## src/rtl/credit_seq_pkg.sv

```systemverilog
// credit_seq_pkg: shared FSM state type and hex segment table for the credit sequencer
package credit_seq_pkg;
    typedef enum logic [1:0] {IDLE, ARMED, RUN, DONE} state_t;
    localparam logic [15:0][6:0] SEG_HEX = {
        7'h71, 7'h79, 7'h5E, 7'h39, 7'h7C, 7'h77, 7'h6F, 7'h7F,
        7'h07, 7'h7D, 7'h6D, 7'h66, 7'h4F, 7'h5B, 7'h06, 7'h3F
    };
endpackage

```

## src/rtl/seg7_hex_decoder.sv

```systemverilog
// seg7_hex_decoder: combinational 4-bit to active-high {g,f,e,d,c,b,a} hex pattern
module seg7_hex_decoder
    import credit_seq_pkg::*;
(
    input  logic [3:0] val,
    output logic [6:0] seg
);
    assign seg = SEG_HEX[val];
endmodule

```

## src/rtl/credit_stage_sequencer.sv

```systemverilog
// credit_stage_sequencer: coin credit gate for a button-stepped stage sequence with cancel/refund and timeout
module credit_stage_sequencer
    import credit_seq_pkg::*;
#(
    parameter int CREDIT_W = 4,
    parameter int PRICE    = 3,
    parameter int N_STAGES = 8,
    parameter int TIMEOUT  = 1000
) (
    input  logic                clk,
    input  logic                rst_n,
    input  logic                ena,
    input  logic                coin_vld,
    input  logic [CREDIT_W-1:0] coin_val,
    input  logic                adv_btn,
    input  logic                cancel_btn,
    output logic [CREDIT_W-1:0] credit,
    output logic                has_credit,
    output logic [3:0]          stage,
    output logic [6:0]          seg,
    output logic                busy,
    output logic                done,
    output logic                aborted,
    output logic                refund_vld,
    output logic [CREDIT_W-1:0] refund_val
);
    localparam int TW = $clog2(TIMEOUT);
    localparam logic [CREDIT_W-1:0] CMAX = '1;
    localparam logic [CREDIT_W-1:0] PRICE_C = CREDIT_W'(PRICE);
    localparam logic [TW-1:0] TLAST = TW'(TIMEOUT - 1);
    localparam logic [3:0] NST = 4'(N_STAGES);

    function automatic logic [CREDIT_W-1:0] sat_add(input logic [CREDIT_W-1:0] a, input logic [CREDIT_W-1:0] b);
        logic [CREDIT_W:0] s;
        s = {1'b0, a} + {1'b0, b};
        return s[CREDIT_W] ? CMAX : s[CREDIT_W-1:0];
    endfunction

    logic [1:0] adv_sync_q, cancel_sync_q;
    logic adv_prev_q, cancel_prev_q, adv_e, cancel_e;
    state_t state_q, state_d;
    logic [CREDIT_W-1:0] credit_q, credit_d, refund_val_q, refund_val_d, coin_amt;
    logic [3:0] stage_q, stage_d;
    logic [TW-1:0] timer_q, timer_d;
    logic aborted_q, aborted_d, refund_vld_q, refund_vld_d;
    logic has_credit_q, busy_q, done_q;
    logic [6:0] seg_q, seg_d;

    assign adv_e = adv_sync_q[1] & ~adv_prev_q;
    assign cancel_e = cancel_sync_q[1] & ~cancel_prev_q;

    // Synchronisers keep running while ena=0 so a press made then is simply lost.
    always_ff @(posedge clk or negedge rst_n) begin
        if (!rst_n) begin
            adv_sync_q <= '0;
            cancel_sync_q <= '0;
            adv_prev_q <= 1'b0;
            cancel_prev_q <= 1'b0;
        end else begin
            adv_sync_q <= {adv_sync_q[0], adv_btn};
            cancel_sync_q <= {cancel_sync_q[0], cancel_btn};
            adv_prev_q <= adv_sync_q[1];
            cancel_prev_q <= cancel_sync_q[1];
        end
    end

    always_comb begin
        state_d = state_q;
        credit_d = credit_q;
        stage_d = stage_q;
        aborted_d = aborted_q;
        refund_vld_d = 1'b0;
        refund_val_d = refund_val_q;
        timer_d = '0;
        coin_amt = coin_vld ? coin_val : '0;
        if ((state_q == IDLE || state_q == ARMED) && cancel_e) begin
            refund_vld_d = 1'b1;
            refund_val_d = credit_q;
            credit_d = '0;
            state_d = IDLE;
        end else begin
            unique case (state_q)
                IDLE: begin
                    credit_d = sat_add(credit_q, coin_amt);
                    state_d = credit_q >= PRICE_C ? ARMED : IDLE;
                end
                ARMED: begin
                    credit_d = sat_add(adv_e ? credit_q - PRICE_C : credit_q, coin_amt);
                    if (adv_e) begin
                        state_d = RUN;
                        stage_d = 4'd1;
                        aborted_d = 1'b0;
                    end
                end
                RUN: begin
                    timer_d = timer_q + TW'(timer_q != TLAST);
                    if (cancel_e || timer_q == TLAST) begin
                        state_d = DONE;
                        aborted_d = 1'b1;
                    end else if (adv_e) begin
                        timer_d = '0;
                        state_d = stage_q == NST ? DONE : RUN;
                        stage_d = stage_q == NST ? stage_q : stage_q + 4'd1;
                    end
                end
                DONE: begin
                    if (adv_e || cancel_e) begin
                        stage_d = '0;
                        state_d = credit_q >= PRICE_C ? ARMED : IDLE;
                    end
                end
            endcase
        end
    end

    seg7_hex_decoder u_dec (.val(stage_d), .seg(seg_d));

    // Status outputs are registered from next-state values so they line up with state/credit.
    always_ff @(posedge clk or negedge rst_n) begin
        if (!rst_n) begin
            state_q <= IDLE;
            credit_q <= '0;
            stage_q <= '0;
            timer_q <= '0;
            aborted_q <= 1'b0;
            refund_vld_q <= 1'b0;
            refund_val_q <= '0;
            has_credit_q <= 1'b0;
            busy_q <= 1'b0;
            done_q <= 1'b0;
            seg_q <= SEG_HEX[0];
        end else if (ena) begin
            state_q <= state_d;
            credit_q <= credit_d;
            stage_q <= stage_d;
            timer_q <= timer_d;
            aborted_q <= aborted_d;
            refund_vld_q <= refund_vld_d;
            refund_val_q <= refund_val_d;
            has_credit_q <= credit_d >= PRICE_C;
            busy_q <= state_d == RUN;
            done_q <= state_d == DONE;
            seg_q <= seg_d;
        end
    end

    assign credit = credit_q;
    assign has_credit = has_credit_q;
    assign stage = stage_q;
    assign seg = seg_q;
    assign busy = busy_q;
    assign done = done_q;
    assign aborted = aborted_q;
    assign refund_vld = refund_vld_q;
    assign refund_val = refund_val_q;
endmodule

```

## config.mk

```make
export PLATFORM = sky130hd
export DESIGN_NAME = credit_stage_sequencer
export DESIGN_NICKNAME = d
export VERILOG_FILES = /design/src/rtl/credit_seq_pkg.sv /design/src/rtl/seg7_hex_decoder.sv /design/src/rtl/credit_stage_sequencer.sv
export SDC_FILE = /design/constraint.sdc
export NUM_CORES = 1
export LEC_CHECK = 0
export CAP_MARGIN = 40
export CORE_MARGIN = 10
export CORE_UTILIZATION = 45
export DETAILED_ROUTE_END_ITERATION = 10
export PLACE_DENSITY = 0.64
export SYNTH_ARGS = -nofsm -noshare
export SYNTH_HDL_FRONTEND = slang
export SYNTH_SLANG_ARGS = --single-unit
```

## constraint.sdc

```tcl
create_clock -name clk -period 4.6 [get_ports clk]
set_input_delay 0.69 -clock clk [delete_from_list [all_inputs] [get_ports clk]]
set_output_delay 0.69 -clock clk [all_outputs]
set_load 0.01 [all_outputs]
```

### Yosys cells after proc, flatten, opt, wreduce, memory -nomap -nowiden

Memory sizes are Yosys's and may differ from the RTL's. A register that Yosys moved wholly into a read port is not among the register bits.
Index checks and enable logic that the tools add are counted.

| cells by class | value |
|---|---|
| equality and inequality tests | 10 |
| mux-type cells | 29 |
| $add $sub $neg | 5 |
| bitwise logic cells | 5 |
| $lt $le $gt $ge | 2 |
| reduce and logical (&&, ||, !) cells | 9 |

Operator list:

| kind | count |
|---|---|
| $mux 4 | 11 |
| $mux 10 | 4 |
| $pmux 4 s3 | 1 |
| $add 10x1->10 | 1 |
| $add 4x4->5 | 2 |
| $eq 10x10->1 const B | 1 |
| $mux 2 | 5 |
| $ne 10x10->1 const B | 1 |
| $eq 2x2->1 const B | 4 |
| $ge 4x2->1 const B | 2 |
| $pmux 2 s4 | 1 |
| $pmux 4 s2 | 1 |
| $mux 1 | 5 |
| $reduce_and 5->1 | 1 |
| $add 4x1->4 const B | 1 |
| $eq 4x4->1 const B | 1 |
| $ne 2x2->1 const B | 2 |
| $sub 4x2->4 const B | 1 |
| $logic_or 1x1->1 | 3 |
| $not 1->1 | 3 |
| $and 1x1->1 | 2 |
| $eq 2x1->1 const B | 1 |
| $logic_not 2->1 | 1 |
| $pmux 1 s2 | 1 |
| 4 further kinds | 4 |

| word-level totals | value |
|---|---|
| output and inout port bits | 24 |
| bits of input ports | 10 |
| logic and storage cells | 75 |
| bits in registers | 35 |
| memories | 1 |
| memory bits (read-only) | 112 |

Memory list:

| name | words | bits a word | rd ports | clocked after memory_dff | wr ports | RTL line | RTL |
|---|---|---|---|---|---|---|---|
| (no name shown) | 16 | 7 | 1 | 1 | 0 | seg7_hex_decoder.sv:8 | `assign seg = SEG_HEX[val];` |

### Longest topological paths before layout

| logic depth | value |
|---|---|
| word-level depth | 8 |
| gate-level depth with buffers | 11 |
| gate-level depth less buffers | 11 |

### Cells and area by module

From an unflattened synthesis, not the netlist that was laid out.

| second synthesis, totals | value |
|---|---|
| cells, all modules | 286 |
| area total of the unflattened synthesis | 2791.4 µm² |

Modules (own cells, without submodules):

| module | cells each | area an instance (µm²) | sequential area each (µm²) | instances |
|---|---|---|---|---|
| credit_stage_sequencer | 253 | 2503.7 | 1058.5 | 1 |
| seg7_hex_decoder | 33 | 287.8 | 0.0 | 1 |

### Worst setup path before layout

No wires, ideal clock.

| timing | value |
|---|---|
| path kind | register -> register |
| from | reg stage_q[0] (netlist: stage[0]) |
| to | reg seg_q[0] (netlist: seg[0]) |
| path slack | 1.986 ns |
| setup time | 0.085 ns |
| arrival | 2.529 ns |
| path buffers | 0 |
| period minus slack after synthesis | 2.614 ns |
| stages on the path, launching flop included | 11 |
| required time | 4.515 ns |
| path through | dfrtp_1 > inv_1 > ha_1 > nand2_1 > o2111ai_1 > o211a_1 > nor3_1 > inv_1 > ha_1 > mux2_2 > o221ai_1 |

| between the ends | value |
|---|---|
| word-level cells in the longest chain between the ends | 6 |
| elaborated cells between the ends (all ways) | 9 |
| classes of those cells | add/sub (1); eq/ne (1); mux (7) |

Ends and longest elaborated chain:

| what | RTL line | RTL |
|---|---|---|
| start: declaration | credit_stage_sequencer.sv:43 | `logic [3:0] stage_q, stage_d;` |
| start signal: assignment | credit_stage_sequencer.sv:135 | `stage_q <= stage_d;` |
| $add 4x1->4 / $eq 4x4->1 (equally long branches) | credit_stage_sequencer.sv:103 | `stage_d = stage_q == NST ? stage_q : stage_q + 4'd1;` |
| $mux 4 | credit_stage_sequencer.sv:103 |  |
| $mux 4 | credit_stage_sequencer.sv:100 | `end else if (adv_e) begin` |
| $mux 4 | credit_stage_sequencer.sv:97 | `if (cancel_e \|\| timer_q == TLAST) begin` |
| $pmux 4 s3 | credit_stage_sequencer.sv:82 | `unique case (state_q)` |
| $mux 4 (*) | credit_stage_sequencer.sv:76 | `if ((state_q == IDLE \|\| state_q == ARMED) && cancel_e) begin` |
| named net stage_d[0] | credit_stage_sequencer.sv:43 |  |
| end: declaration | credit_stage_sequencer.sv:47 | `logic [6:0] seg_q, seg_d;` |

Mark *: on every way through the listed nets, which the timed path passes. The rest lies on a longest branch.
A chain may end at the register's enable or synchronous reset.

### Worst setup path in the final report

| timing | value |
|---|---|
| from | reg state_q[1] |
| to | reg seg_q[6] (netlist: seg[6]) |

| between the ends | value |
|---|---|
| word-level cells in the longest chain between the ends | 4 |
| elaborated cells between the ends (all ways) | 8 |
| classes of those cells | eq/ne (3); mux (2); reduce/logical (3) |

Ends and longest elaborated chain:

| what | RTL line | RTL |
|---|---|---|
| start: declaration | credit_stage_sequencer.sv:41 | `state_t state_q, state_d;` |
| start signal: assignment | credit_stage_sequencer.sv:133 | `state_q <= state_d;` |
| parallel branches: the longest is 3 deep, another holds $pmux 4 s3 | n/a |  |
| $mux 4 (*) | credit_stage_sequencer.sv:76 |  |
| named net stage_d[0] | credit_stage_sequencer.sv:43 |  |

Mark *: on every way through the listed nets, which the timed path passes.

==> results.cfg <==
[yosys]
yosysSeqAreaShare = 0.3924
synth-xor-area-share = 0.03247
ys_ff_latch = 42
synth_area_per_cell_um2 = 9.739
netlist_area_um2 = 2698
yosys.area_share.adder = 0.1076
synthMuxAreaShare = 0.02829
synth_top_family_by_area = compound AO/OA/AOI/OAI gates
synth-compound-area-share = 0.2296
yosysUniqueCellTypes = 58
synth-async-reset-ratio = 1.000
synthFlopType = dfrtp_1
syn-num-nets = 309
yosys_warnings = 0
synth_cells = 277
yosys.area_share.simple = 0.1605
synth-edff-count = 0

[clocking]
cts_resized = 0
cts-buffers-inserted = 5
hold_buffers = 0
post_cts_buffers = 0
clk_pin_slew_ns = 0.09
clockBufferDepth = 2
htreeDepth = 2
clock_latency_ns = 0.30
cts.sinks = 42
tritoncts = built
cts-root-buf = clkbuf_8

[sta]
setup_viol = 0
rsz0062_at_grt = false
finalCriticalPeriod_ns = 3.178
worst_pin_slew_ns = 0.7518
fmax_ghz = 0.3147
slew_viol_final = 0
hold_viol = 0
timing.final.ws_setup_ns = 1.422
fin_crit_sh = 0.6909
slew_headroom = 0.4958
fin_skew_ns = 0.009089
setup-tns-final_ns = 0

[routing]
drc = 0
vias = 2198
dr.pass1.iters = 4
wl_per_cell_um = 16.62
dr.first_iter.drc_count = 100
drt_wl_total_mm = 6.365
vias_per_cell = 5.739
detail-route-antenna-nets = 0

[worst_setup_path]
path_delay_family = simple AND/OR/NAND/NOR gates
ff2ff_path_depth = 9
cp.arrival_ns = 3.39
critPathKind = flip-flop to flip-flop
crit_required_ns = 4.81
cp.depth = 9
startpoint_type = flip-flop
cp-end-kind = flip-flop
worst_r2r_endpoint = seg[6]$_DFFE_PN0P_
cp.buffers_inverters = 1
critPathMaxStageDelay_ns = 0.62
path_max_fanout = 11
r2r_setup_slack_ns = 1.42
crit_slowest_cell = nor3_1
crit_chain = nor2b_1 -> o2111ai_1 -> o211a_1 -> nor3_1 -> inv_1 -> ha_1 -> a31oi_1 -> a21oi_1 -> o221ai_1
reg2reg_from = state_q[1]$_DFFE_PN0P_

[die]
fp.dieW_um = 97.43
num_rows = 28
die_h_um = 97.43
core_area_um2 = 5886
pin_count = 34
die-area_um2 = 9492
start_util = 0.4583

[placement]
dp_hpwl_mm = 4.624
io_buffers = 33
gp_congestion = 0.9026
dp_slack_ns = 1.488

[outcome]
status = finished, final reports clean

[cells_and_area]
fin_nets = 339
seqCellArea_um2 = 1059
syn_to_final_growth_pct = 18.37
drive_above_1_share = 0.1104
antennaDiodeCount = 0
multi_input_area_um2 = 1506
n_fill_cell = 550

[global_routing]
grt_start_max_net_pins = 35
antenna_found_initial = 0
grt_pass1_wl_mm = 11.03
grt_pass1_vias = 2251
grt-ovfl-total = 0
grtUsageTotal = 0.1368

[flow_run]
maxCapViolCount = 0

[min_path]
holdCritPathClass = input port to asynchronous set/reset pin

[pwr]
peakVddDrop_mv = 0.2459
power.leakage_nw = 1.389
power_density_nw_per_um2 = 529.7
## registers in the layout (all words and copies together) (netlist names)
signal / count
seg: 7
done: 1
adv_prev_q: 1
state_q: 2
timer_q: 10
stage: 4
credit: 4
aborted: 1
cancel_sync_q: 2
busy: 1
adv_sync_q: 2
has_credit: 1
cancel_prev_q: 1
refund_val: 4
refund_vld: 1
## layer usage
layer  part of all wire  vias up  track usage
li1                   -     1075            -
met1               0.47     1054       0.1742
met2               0.46       56       0.2115
met3              0.058       13      0.03627
met4              0.019        0      0.05928
met5                  0        -            0
## per-stage QoR
stage | hold WS (ns) | utilization | cell area [µm²] | cells | power, W
floorplan | 0.3312 | - | 2698 | 277 | 0.001109
global placement | 0.3320 | 0.5204 | 3063 | 374 | 0.001396
detailed placement | 0.3411 | 0.5238 | 3083 | 375 | 0.001405
CTS | 0.2397 | 0.5425 | 3193 | 383 | 0.001706
global route | 0.2446 | 0.5425 | 3193 | 383 | 0.001819
finish | 0.2367 | 0.5425 | 3193 | 383 | 0.001691
## worst reg2reg max path, delay by kind of cell (launching register included)
family,cells,cell delay (ns)
AO/OA/AOI/OAI,5,0.89
buffers and inverters,1,0.21
AND/OR/NAND/NOR,2,1.11
adder cells (fa/ha/maj),1,0.29
flip-flops,1,0.57
## cell usage in the layout (no fill, tap or decap), drive strengths merged, types with 7 or more instances in the layout
master / count
dfrtp: 36
inv: 16
a21oi: 23
ha: 20
nor3: 10
nor2: 12
nand2: 18
nor2b: 7
nand3: 9
clkdlybuf4s50: 32
o21ai: 15
## power breakdown
part	internal, W	leakage [nW]	total [W]	switching (W)
Clock	0.000162	0.0514	0.000296	0.000134
Sequential	0.000472	0.516	0.000594	0.000121
Combinational	0.000399	0.822	0.000802	0.000403
Total	0.00103	1.39	0.00169	0.000658
## final cells by class
cell class | instances | share of cell area
multi-input combinational | 205 | 0.4718
sequential | 42 | 0.3315
timing repair buffer | 36 | 0.1129
tap | 75 | 0.02939
clock buffer | 6 | 0.02273
inverter | 17 | 0.01998
clock inverter | 2 | 0.01176
## kinds of logic (layout without fill, tap and decap cells)
kind of cell,Yosys count,in the layout
buffers and inverters,30,61
and+or+nand+nor,80,80
AOI/OAI and AO/OA,86,86
xor gates and xnor gates,10,10
DFF,42,42
muxes,7,7
adders and majority gates,22,22
## cells in the mapped netlist (4+ instances only)
library cell | count | area share
xnor2_1 | 5 | 0.016
a21oi_1 | 23 | 0.043
dfstp_2 | 6 | 0.058
nor2_1 | 12 | 0.017
nor3_1 | 10 | 0.019
nand3_1 | 9 | 0.017
mux2_2 | 5 | 0.021
ha_1 | 20 | 0.093
xor2_1 | 5 | 0.016
o21ai_0 | 15 | 0.028
a211oi_1 | 5 | 0.014
clkbuf_1 | 7 | 0.0097
a21o_1 | 6 | 0.017
inv_1 | 14 | 0.019
o2bb2ai_1 | 6 | 0.019
nor2b_1 | 7 | 0.016
and2_1 | 4 | 0.0093
nand2_1 | 18 | 0.025
and3_1 | 5 | 0.012
dfrtp_1 | 36 | 0.33
nand2b_1 | 4 | 0.0093
## worst max path at each step
| stage | from | to | slack [ns] |
|---|---|---|---|
| final | state_q[1]$_DFFE_PN0P_ | seg[6]$_DFFE_PN0P_ | 1.42 |
| after global placement | coin_vld | has_credit$_DFFE_PN0P_ | 1.51 |
| after CTS | state_q[1]$_DFFE_PN0P_ | seg[6]$_DFFE_PN0P_ | 1.45 |
| after floorplan | stage[0]$_DFFE_PN0P_ | seg[0]$_DFFE_PN1P_ | 1.99 |
| after global routing | state_q[1]$_DFFE_PN0P_ | seg[6]$_DFFE_PN0P_ | 1.08 |
| after detailed placement | state_q[1]$_DFFE_PN0P_ | seg[6]$_DFFE_PN0P_ | 1.49 |
Power figures use the tool's default switching activity.
